`config.mk`:
```
export PLATFORM = sky130hd
export DESIGN_NAME = digital_timer
export DESIGN_NICKNAME = d
export VERILOG_FILES = /design/src/rtl/digital_timer.sv
export SDC_FILE = /design/constraint.sdc
export NUM_CORES = 1
export LEC_CHECK = 0
export CORE_UTILIZATION = 53
export DETAILED_ROUTE_END_ITERATION = 7
export GPL_TIMING_DRIVEN = 0
export PLACE_DENSITY = 0.77
export SETUP_SLACK_MARGIN = 0.4
export SYNTH_ARGS = -nofsm -noshare
export SYNTH_HDL_FRONTEND = slang
export SYNTH_SLANG_ARGS = --single-unit
```
`constraint.sdc`:
```
create_clock -name clk -period 3.3 [get_ports clk]
set_input_delay 0.33 -clock clk [delete_from_list [all_inputs] [get_ports clk]]
set_output_delay 0.33 -clock clk [all_outputs]
set_load 0.005 [all_outputs]
```
`src/rtl/digital_timer.sv`:
```
// Programmable down-counting timer with prescaler, one-shot/periodic modes,
// a sticky expiry flag and a saturating count of missed expiries.
module digital_timer #(
    parameter int PRESCALE = 1
) (
    input  logic        clk,
    input  logic        rst,
    input  logic        set_timer,
    input  logic [31:0] timer_set_val,
    input  logic        timer_periodic,
    input  logic        timer_clear,
    input  logic        timer_stop,
    output logic        timer_is_high,
    output logic [31:0] timer_count,
    output logic        timer_running,
    output logic [7:0]  timer_missed
);

    localparam int PS_W = (PRESCALE > 1) ? $clog2(PRESCALE) : 1;
    localparam logic [PS_W-1:0] PS_LAST = PS_W'(PRESCALE - 1);

    localparam logic [1:0] IDLE    = 2'd0;
    localparam logic [1:0] RUNNING = 2'd1;
    localparam logic [1:0] EXPIRED = 2'd2;

    logic [1:0]      state;
    logic [31:0]     reload;
    logic            mode;
    logic [PS_W-1:0] prescaler;
    logic            tick;

    assign tick = (state == RUNNING) && (prescaler == PS_LAST);

    // NOTE: every register here updates with <= so all of them see the
    // pre-edge values of each other, whatever the statement order.
    always_ff @(posedge clk or negedge rst) begin
        if (!rst) begin
            state         <= IDLE;
            reload        <= '0;
            mode          <= 1'b0;
            prescaler     <= '0;
            timer_is_high <= 1'b0;
            timer_count   <= '0;
            timer_running <= 1'b0;
            timer_missed  <= '0;
        end else if (set_timer) begin
            reload        <= timer_set_val;
            mode          <= timer_periodic;
            timer_count   <= timer_set_val;
            prescaler     <= '0;
            timer_missed  <= '0;
            if (timer_set_val == 32'd0) begin
                state         <= EXPIRED;
                timer_running <= 1'b0;
                timer_is_high <= 1'b1;
            end else begin
                state         <= RUNNING;
                timer_running <= 1'b1;
                timer_is_high <= 1'b0;
            end
        end else if (timer_stop) begin
            state         <= IDLE;
            timer_running <= 1'b0;
            prescaler     <= '0;
            if (timer_clear)
                timer_is_high <= 1'b0;
        end else begin
            if (timer_clear)
                timer_is_high <= 1'b0;
            if (state == RUNNING) begin
                prescaler <= tick ? '0 : prescaler + 1'b1;
                if (tick) begin
                    if (timer_count > 32'd1) begin
                        timer_count <= timer_count - 32'd1;
                    end else if (timer_count == 32'd1) begin
                        // Later assignment overrides a coincident clear: expiry wins.
                        timer_is_high <= 1'b1;
                        if (timer_is_high && (timer_missed != 8'hFF))
                            timer_missed <= timer_missed + 8'd1;
                        if (mode) begin
                            timer_count <= reload;
                        end else begin
                            timer_count   <= '0;
                            state         <= EXPIRED;
                            timer_running <= 1'b0;
                        end
                    end
                end
            end
        end
    end

endmodule

```
=== Word level (Yosys, flattened, before mapping) ===
Index checks and enable logic that the tools add are counted.
Widths: inputs -> output; s select.

* Register bits after elaboration: 78
* Input port bits: 38
* Output and inout port bits: 42
* Logic and storage cells: 76

* Add/subtract/negate cells: 3
* $lt $le $gt $ge: 1
* Equal/unequal tests: 7
* Muxes and demuxes: 42
* Bitwise gates (word level): 1
* Reduce and logical (&&, ||, !) cells: 14

{| class="wikitable"
|+ Operators by type and width
! cell !! count
|-
| $mux 32 || 7
|-
| $mux 8 || 7
|-
| $eq 32x1->1 const B || 1
|-
| $gt 32x1->1 const B || 1
|-
| $logic_not 32->1 || 1
|-
| $sub 32x1->32 const B || 1
|-
| $mux 1 || 20
|-
| $mux 2 || 8
|-
| $reduce_bool 3->1 || 4
|-
| $add 8x1->8 const B || 1
|-
| $ne 8x8->1 const B || 1
|-
| $reduce_bool 2->1 || 4
|-
| $ne 3x3->1 const B || 2
|-
| $reduce_and 6->1 || 1
|-
| $reduce_and 5->1 || 1
|-
| $ne 2x2->1 const B || 2
|-
| $reduce_and 4->1 || 1
|-
| $eq 2x1->1 const B || 1
|-
| $logic_and 1x1->1 || 2
|-
| $add 1x1->1 const B || 1
|-
| $not 1->1 || 1
|}

=== Logic depth before layout (Yosys ltp) ===
Gate-level depths: netlist of run 1.

* Depth after elaboration: 9
* Mapped depth: 11
* Gate-level depth less buffers: 8

=== Worst setup path before layout of run 1 ===
No wires, ideal clock.

* Path type: flip-flop to flip-flop
* Start: register timer_count[11]
* End: register timer_count[1]
* Library setup time: 0.133 ns
* Data arrival time: 2.522 ns
* Required time: 3.167 ns
* Slack: 0.645 ns
* Stages on the path, launching flop included: 9
* Path buffers: 3
* Period minus slack after synthesis: 2.655 ns
* Path through: dfrtp_1 -> or4_1 -> buf_2 -> or4_4 -> buf_6 -> o31ai_4 -> buf_6 -> o2111ai_1 -> a21boi_1

* Longest elaborated chain between the ends: 6
* Elaborated cells between the ends (all ways): 9
* Classes of those cells: order compare (1); eq/ne (1); mux (5); reduce/logical (2)

{| class="wikitable"
|+ Ends and longest elaborated chain
! element !! line !! text
|-
| from (decl) || 14 || <nowiki>output logic [31:0] timer_count,</nowiki>
|-
| from (signal assigned) || 49 || <nowiki>timer_count <= timer_set_val;</nowiki>
|-
| from (signal assigned) || 74 || <nowiki>timer_count <= timer_count - 32'd1;</nowiki>
|-
| from (signal assigned) || 81 || <nowiki>timer_count <= reload;</nowiki>
|-
| $gt 32x1->1 || 73 || <nowiki>if (timer_count > 32'd1) begin</nowiki>
|-
| $mux 32 || 73 ||
|-
| $mux 32 || 72 || <nowiki>if (tick) begin</nowiki>
|-
| $mux 32 || 70 || <nowiki>if (state == RUNNING) begin</nowiki>
|-
| $mux 32 || 61 || <nowiki>end else if (timer_stop) begin</nowiki>
|-
| $mux 32 || 46 || <nowiki>end else if (set_timer) begin</nowiki>
|}

Several ways; a longest one is shown, not always the timed one. The select of a mux whose other input is x is not followed.
A chain may end at the register's enable or synchronous reset.

=== Worst setup path after layout of run 1 ===
* Start: register timer_count[9]
* End: register timer_count[12]

* Longest elaborated chain between the ends: 6
* Elaborated cells between the ends (all ways): 10
* Classes of those cells: add/sub (1); order compare (1); eq/ne (1); mux (5); reduce/logical (2)

{| class="wikitable"
|+ Ends and longest elaborated chain
! element !! line
|-
| $sub 32x1->32 or $gt 32x1->1 (tied branches) || 74, 73
|-
| $mux 32 || 73
|-
| $mux 32 || 72
|-
| $mux 32 || 70
|-
| $mux 32 || 61
|-
| $mux 32 || 46
|}

Several ways; a longest one is shown, not always the timed one. The select of a mux whose other input is x is not followed.

==> results of run 1 <==
-- metrics by stage --
step	cell area (sq um)	instances	total power [uW]
CTS	5570	664	2560
detailed placement	5270	647	1700
floorplan	4340	465	1400
global placement	5250	646	1680
finish	5770	674	2640
global route	5770	674	2730
-- metal layers --
metal	GRT usage [%]	vias to the layer above	part of all wire (%)
met4	17.1	0	4.1
met2	56.2	331	47
li1	-	1975	-
met1	48.6	2213	39
met5	0	-	0
met3	6.65	78	10
-- path summary, 6_finish.rpt --
check	from	endpoint	slack [ps]	depth (start not counted)
hold reg to reg	reload[26]	reload[26]	510	1
min in group clk	reload[26]	reload[26]	510	1
hold / removal	rst	reload[11]	480	2
setup / recovery	timer_count[9]	timer_count[12]	380	7
setup reg to reg	timer_count[9]	timer_count[12]	380	7
max in group asynchronous	rst	timer_missed[2]	2210	3
-- power by group --
| part | total [uW] | switching, uW | internal [uW] |
|---|---|---|---|
| sequential | 1160 | 124 | 1040 |
| combinational | 597 | 288 | 308 |
| clock | 876 | 361 | 515 |
| total | 2640 | 774 | 1860 |
-- kinds of logic (layout without fill, tap and decap cells) --
| kind of cell | Yosys count | count (layout) | synth area share (%) |
|---|---|---|---|
| simple gates | 172 | 172 | 21.1 |
| fa+ha+maj | 3 | 3 | 0.866 |
| xor+xnor | 7 | 7 | 1.41 |
| mux | 27 | 27 | 6.96 |
| flops | 77 | 77 | 44.4 |
| compound gates | 138 | 138 | 20.9 |
| buf+inv | 41 | 148 | 4.36 |
-- synth_stat cells (all sizes together) (12+ instances only) --
cell / n / area share (%)
nor3: 18 / 2.3
mux2: 25 / 6.5
nand3: 14 / 1.7
o21ai: 60 / 7.0
nand4: 12 / 1.7
clkbuf: 19 / 1.6
inv: 12 / 1.0
nor4: 29 / 4.7
a21oi: 18 / 2.1
nand2: 37 / 3.2
dfrtp: 77 / 44
nor2: 37 / 3.3
-- cells in the final DEF (no fill, tap or decap), drive strengths merged, types with 3 or more instances in the layout --
| master | n |
|---|---|
| a21oi | 18 |
| nor4b | 3 |
| buf | 22 |
| clkbuf | 31 |
| nand4 | 12 |
| inv | 12 |
| xor2 | 6 |
| o311ai | 3 |
| a221oi | 8 |
| or4 | 5 |
| dfrtp | 77 |
| nor4 | 29 |
| o31ai | 3 |
| nor3 | 18 |
| clkdlybuf4s50 | 78 |
| o21ai | 60 |
| and3 | 5 |
| a22oi | 4 |
| a22o | 10 |
| ha | 3 |
| a31oi | 6 |
| nand3 | 14 |
| nor2 | 37 |
| nand2 | 37 |
| or3 | 4 |
| bufinv | 3 |
| mux2 | 25 |
-- what timing repair did --
item,CTS,global route
hold endpoints to repair,38,0
hold buffers,1,0
gates cloned,0,2
pin swaps,1,7
endpoints found under the setup margin,38,42
buffers inserted,2,8
resized for setup,8,37
-- layout make-up --
type                            instances  area (sq um)  area share, %
Buffer                                 29           190           3.29
Clock buffer                           10           138           2.38
Clock inverter                          4          97.6           1.69
Inverter                               12          45.0          0.780
Multi-Input combinational cell        347          2290           39.6
Sequential cell                        77          1930           33.5
Tap cell                              102           128           2.21
Timing Repair Buffer                   93           956           16.6
-- sequential cells by signal, indices dropped and copies added, names as in the netlist --
| register | count |
|---|---|
| state | 2 |
| timer_missed | 8 |
| timer_count | 32 |
| prescaler | 1 |
| mode | 1 |
| reload | 32 |
| timer_is_high | 1 |
-- worst register-to-register path, stage by stage, from the launching register on --
cell and delay, ps:
dfrtp_2 450, or4_4 530, buf_6 140, nor4_1 570, nand3_2 380, nor2_2 390
mux2i_1 130, a22o_1 230
==> metrics, run 1 <==
final wirelength=15.0 mm; Root Buffer=clkbuf_8; chip width=92.4 um; layout cells sized above 1=17.3%; I/O pin cnt=80; fillers=between 500 and 600; Critical Path Slowest Stage Cell=nor4_1; Async SR Flop Fraction=100%; FP Rows=32; Mapped Cells=465; Critical Path AT=3170 ps; area delta synth->final=33.2%; drt wl/cell=22.2 um; Antenna diodes=0; Crit path buffers/inverters=1; number of port buffers=slightly below 80; Pre-antenna DRT Iters=6; unrepaired setup endpoints after global routing=true; initial antenna violation count=0; crit path max fanout=10; GRT Total Usage=36.1%; Tightest Pin Transition=798 ps; Hold Path Class=input port to async pin; Critical Path, Cell by Cell=or4_4 -> buf_6 -> nor4_1 -> nand3_2 -> nor2_2 -> mux2i_1 -> a22o_1; Routed Antenna Nets=0; DIE HEIGHT=between 90 and 100 um; largest net degree at the start of global routing=40; Synth Net Count=506; detailed-placement wirelength estimate=10.2 mm; Worst slew margin=46.3%; Max IR drop VDD=0.286 mV; Setup Skew=7.80 ps; Max-Cap Viols=0; die area=about 8500 sq um; Final min period=2920 ps; status=completed; Max stage delay on crit path=570 ps; Fmax=approximately 340 MHz; TritonCTS Buffers=9; worst setup margin=382 ps; Netlist cell types=between 60 and 70; Max Buffers Root-to-Sink=2; latest clock arrival within the worst-skew pair=360 ps; Leak=0.00225 uW; Worst Path Required=3560 ps; DRC=0; worst hold slack=481 ps; endpoints failing setup=0; clock sinks=77; clock slew at reported path FFs=80 ps; fin. max-slew vios=0; pre-CTS setup slack=157 ps; register area share after synthesis=~44%; Mapped Area=4340 sq um; global-route wire length before repair=23.3 mm; RD Place Congestion=~0.96; crit end category=flop; delay-heaviest family, CP=simple AND/OR/NAND/NOR gates; H-tree depth=3; Pwr Density=approximately 460 nW/um^2; DRT iter0 DRCs=488; number of global-route vias before repair=between 4,000 and 5,000; period utilisation layout=about 88%; Remaining Overflow, GRT=0; via/cell ratio=6.82; vias after detailed routing=approximately 4,600; Primary FF master, synth=dfrtp_1; Worst setup SP type=flop; final hold viol count=0; number of synthesized flops with an enable pin=0; Warnings, synthesis=0; FF+latch count, synth=77; starting density of the core=between 50% and 60%; Setup Crit Path Kind=flop to flop; Final #Nets=610; Core Util, Final=73.9%; TNS Setup=0 ps; synthesized area per cell=9.32 sq um; CTS tree=yes; core area=7810 sq um
Note: power is estimated with default switching activity, not from simulation.
==> run 2, diff against run 1 <==
--- a/config.mk
+++ b/config.mk
@@ -5,6 +5,7 @@
 export SDC_FILE = /design/constraint.sdc
 export NUM_CORES = 1
 export LEC_CHECK = 0
+export CORE_MARGIN = 1.5
 export CORE_UTILIZATION = 53
 export DETAILED_ROUTE_END_ITERATION = 7
 export GPL_TIMING_DRIVEN = 0
==> constraint.sdc (replaced) <==
create_clock -name clk -period 3.35 [get_ports clk]
set_input_delay 0.335 -clock clk [delete_from_list [all_inputs] [get_ports clk]]
set_output_delay 0.335 -clock clk [all_outputs]
set_load 0.005 [all_outputs]
==> metrics, run 2 (synthesized netlist as in run 1, its figures left out) <==
Final #Nets=600 (was 610); PnR Total Power=2630 uW (was 2640 uW); Root Buffer=clkbuf_8 (unchanged); die area=8730 sq um (was 8550 sq um); TritonCTS Buffers=9 (unchanged); fin. max-slew vios=0 (unchanged); I/O pin cnt=80 (unchanged); fillers=605 (was 594); top flop regs=reload: 32 flops, timer_count: 32 flops, timer_missed: 8 flops (unchanged); Seq pwr share=43.5% (was 44.2%); Psw=749 uW (was 774 uW); CTS tree=yes (unchanged); final wirelength=14.5 mm (was 15.0 mm); vias after detailed routing=4,416 (was 4,597); Worst Path Required=3600 ps (was 3560 ps); Tightest Pin Transition=762 ps (was 798 ps); DRC=1 (was 0); crit end category=flop (unchanged); worst r2r path cells=7 (unchanged); chip width=93.4 um (was 92.4 um); Antenna diodes=0 (unchanged); DIE HEIGHT=93.4 um (was 92.4 um); Logic pwr share=20.5% (was 22.6%); Reg area=1930 sq um (about the same); crit path max fanout=10 (unchanged); Fmax=346 MHz (was 343 MHz); DRT iter0 DRCs=462 (was 488); detailed-placement wirelength estimate=10.3 mm (was 10.2 mm); via/cell ratio=6.64 (was 6.82); period utilisation layout=86.2% (was 88.4%); area of the multi-input gates=2260 sq um (was 2290 sq um); latest clock arrival within the worst-skew pair=360 ps (about the same); Internal Power=1880 uW (was 1860 uW); Pre-antenna DRT Iters=8 (was 6); Worst setup SP type=flop (unchanged); Remaining Overflow, GRT=0 (unchanged); initial antenna violation count=0 (unchanged); Critical Path AT=3140 ps (was 3170 ps); Setup Skew=8.74 ps (was 7.80 ps); area post-placement=5280 sq um (was 5270 sq um); failing checks=DRC; fraction of power spent switching nets=28.4% (was 29.3%); clock slew at reported path FFs=90 ps (was 80 ps); area delta synth->final=30.0% (was 33.2%); starting density of the core=55.5% (unchanged); commonest non-fill, non-tap cell in the layout=clkdlybuf4s50_1 (unchanged); clock sinks=77 (unchanged); unrepaired setup endpoints after global routing=true (unchanged); Final min period=2890 ps (was 2920 ps); Max IR drop VDD=0.372 mV (was 0.286 mV); Setup Crit Path Kind=flop to flop (unchanged); endpoints failing setup=0 (unchanged); drt wl/cell=21.8 um (was 22.2 um); r2r startpoint=timer_count[11] (was timer_count[9]); FP Rows=32 (unchanged); RD Place Congestion=0.980 (was 0.955); Routed Antenna Nets=0 (unchanged); R2R setup slack=460 ps (was 380 ps); number of global-route vias before repair=4,385 (was 4,367); FF-to-FF End=timer_count[12] (unchanged); fin area=5640 sq um (was 5770 sq um); largest net degree at the start of global routing=54 (was 40); Max-Cap Viols=0 (unchanged); final hold viol count=0 (unchanged); core area=7810 sq um (unchanged); GRT Total Usage=35.1% (was 36.1%); Max Buffers Root-to-Sink=2 (unchanged); Hold Path Class=input port to async pin (unchanged); H-tree depth=3 (unchanged); Pwr Density=467 nW/um^2 (was 457 nW/um^2); status=finished with violations (was completed); Leak=0.00218 uW (was 0.00225 uW); number of port buffers=79 (unchanged); Worst slew margin=49.2% (was 46.3%); most frequent cells in the layout=clkdlybuf4s50_1, dfrtp_1, nand2_1 (unchanged); layout cells sized above 1=13.7% (was 17.3%); global-route wire length before repair=23.2 mm (was 23.3 mm); clock power share=36.0% (was 33.2%)
## run 2: per-stage QoR
stage / hold slack (ps) / util [%] / instances / TNS, ps / worst slack [ps]
final: 411 / 72.2 / 665 / 0 / 461
after global placement: 489 / 67.3 / 646 / -59820 / -784
after global routing: 447 / 72.2 / 665 / 0 / 348
after CTS: 416 / 71.7 / 665 / 0 / 424
after floorplan: 39.4 / - / 465 / 0 / 695
after detailed placement: 262 / 67.6 / 647 / 0 / 186
## run 2: worst max-delay path, cell delays in order, from the launching register on
cell	delay (ps)
dfrtp_1	440
or4_1	520
buf_2	180
nor4_1	530
nand3_2	360
nor2_2	370
mux2i_1	140
a22o_1	240
## run 2: what timing repair did
item | CTS | global route
pin swaps | 1 | 2
setup buffers | 2 | 0
hold buffers | 1 | 0
endpoints found under the hold margin | 24 | 0
endpoints found under the setup margin | 36 | 38
resized for setup | 7 | 15
## run 2: worst max-delay path by stage
stage,end,slack (ps),startpoint,cells past startpoint
floorplan,timer_count[1],690,timer_count[11],8
global placement,timer_missed[2],-780,rst,1
detailed placement,timer_count[6],190,timer_count[1],11
CTS,timer_count[28],420,timer_count[11],9
global route,timer_count[9],350,timer_count[11],9
finish,timer_count[12],460,timer_count[11],7
## run 2: metal layers
metal / wire [um] / GRT usage, %
met5: 0 / 0
met2: 6630 / 53.6
met1: 5930 / 48.3
met3: 1420 / 7.07
met4: 493 / 15.3
## run 2: layout make-up
| type | instances | area share, % |
|---|---|---|
| Sequential cell | 77 | 34.2 |
| Multi-Input combinational cell | 347 | 40.1 |
| Buffer | 29 | 2.89 |
| Clock inverter | 4 | 2.13 |
| Timing Repair Buffer | 83 | 15.1 |
| Tap cell | 102 | 2.26 |
| Inverter | 12 | 0.799 |
| Clock buffer | 11 | 2.51 |
## run 2: power by group through the flow
| stage | Combinational, uW | Sequential [uW] | Clock [uW] |
|---|---|---|---|
| CTS | 533 | 1140 | 949 |
| finish | 541 | 1150 | 947 |
| detailed placement | 523 | 1150 | 0 |
| floorplan | 250 | 1130 | 0 |
| global route | 589 | 1160 | 987 |
| global placement | 510 | 1150 | 0 |
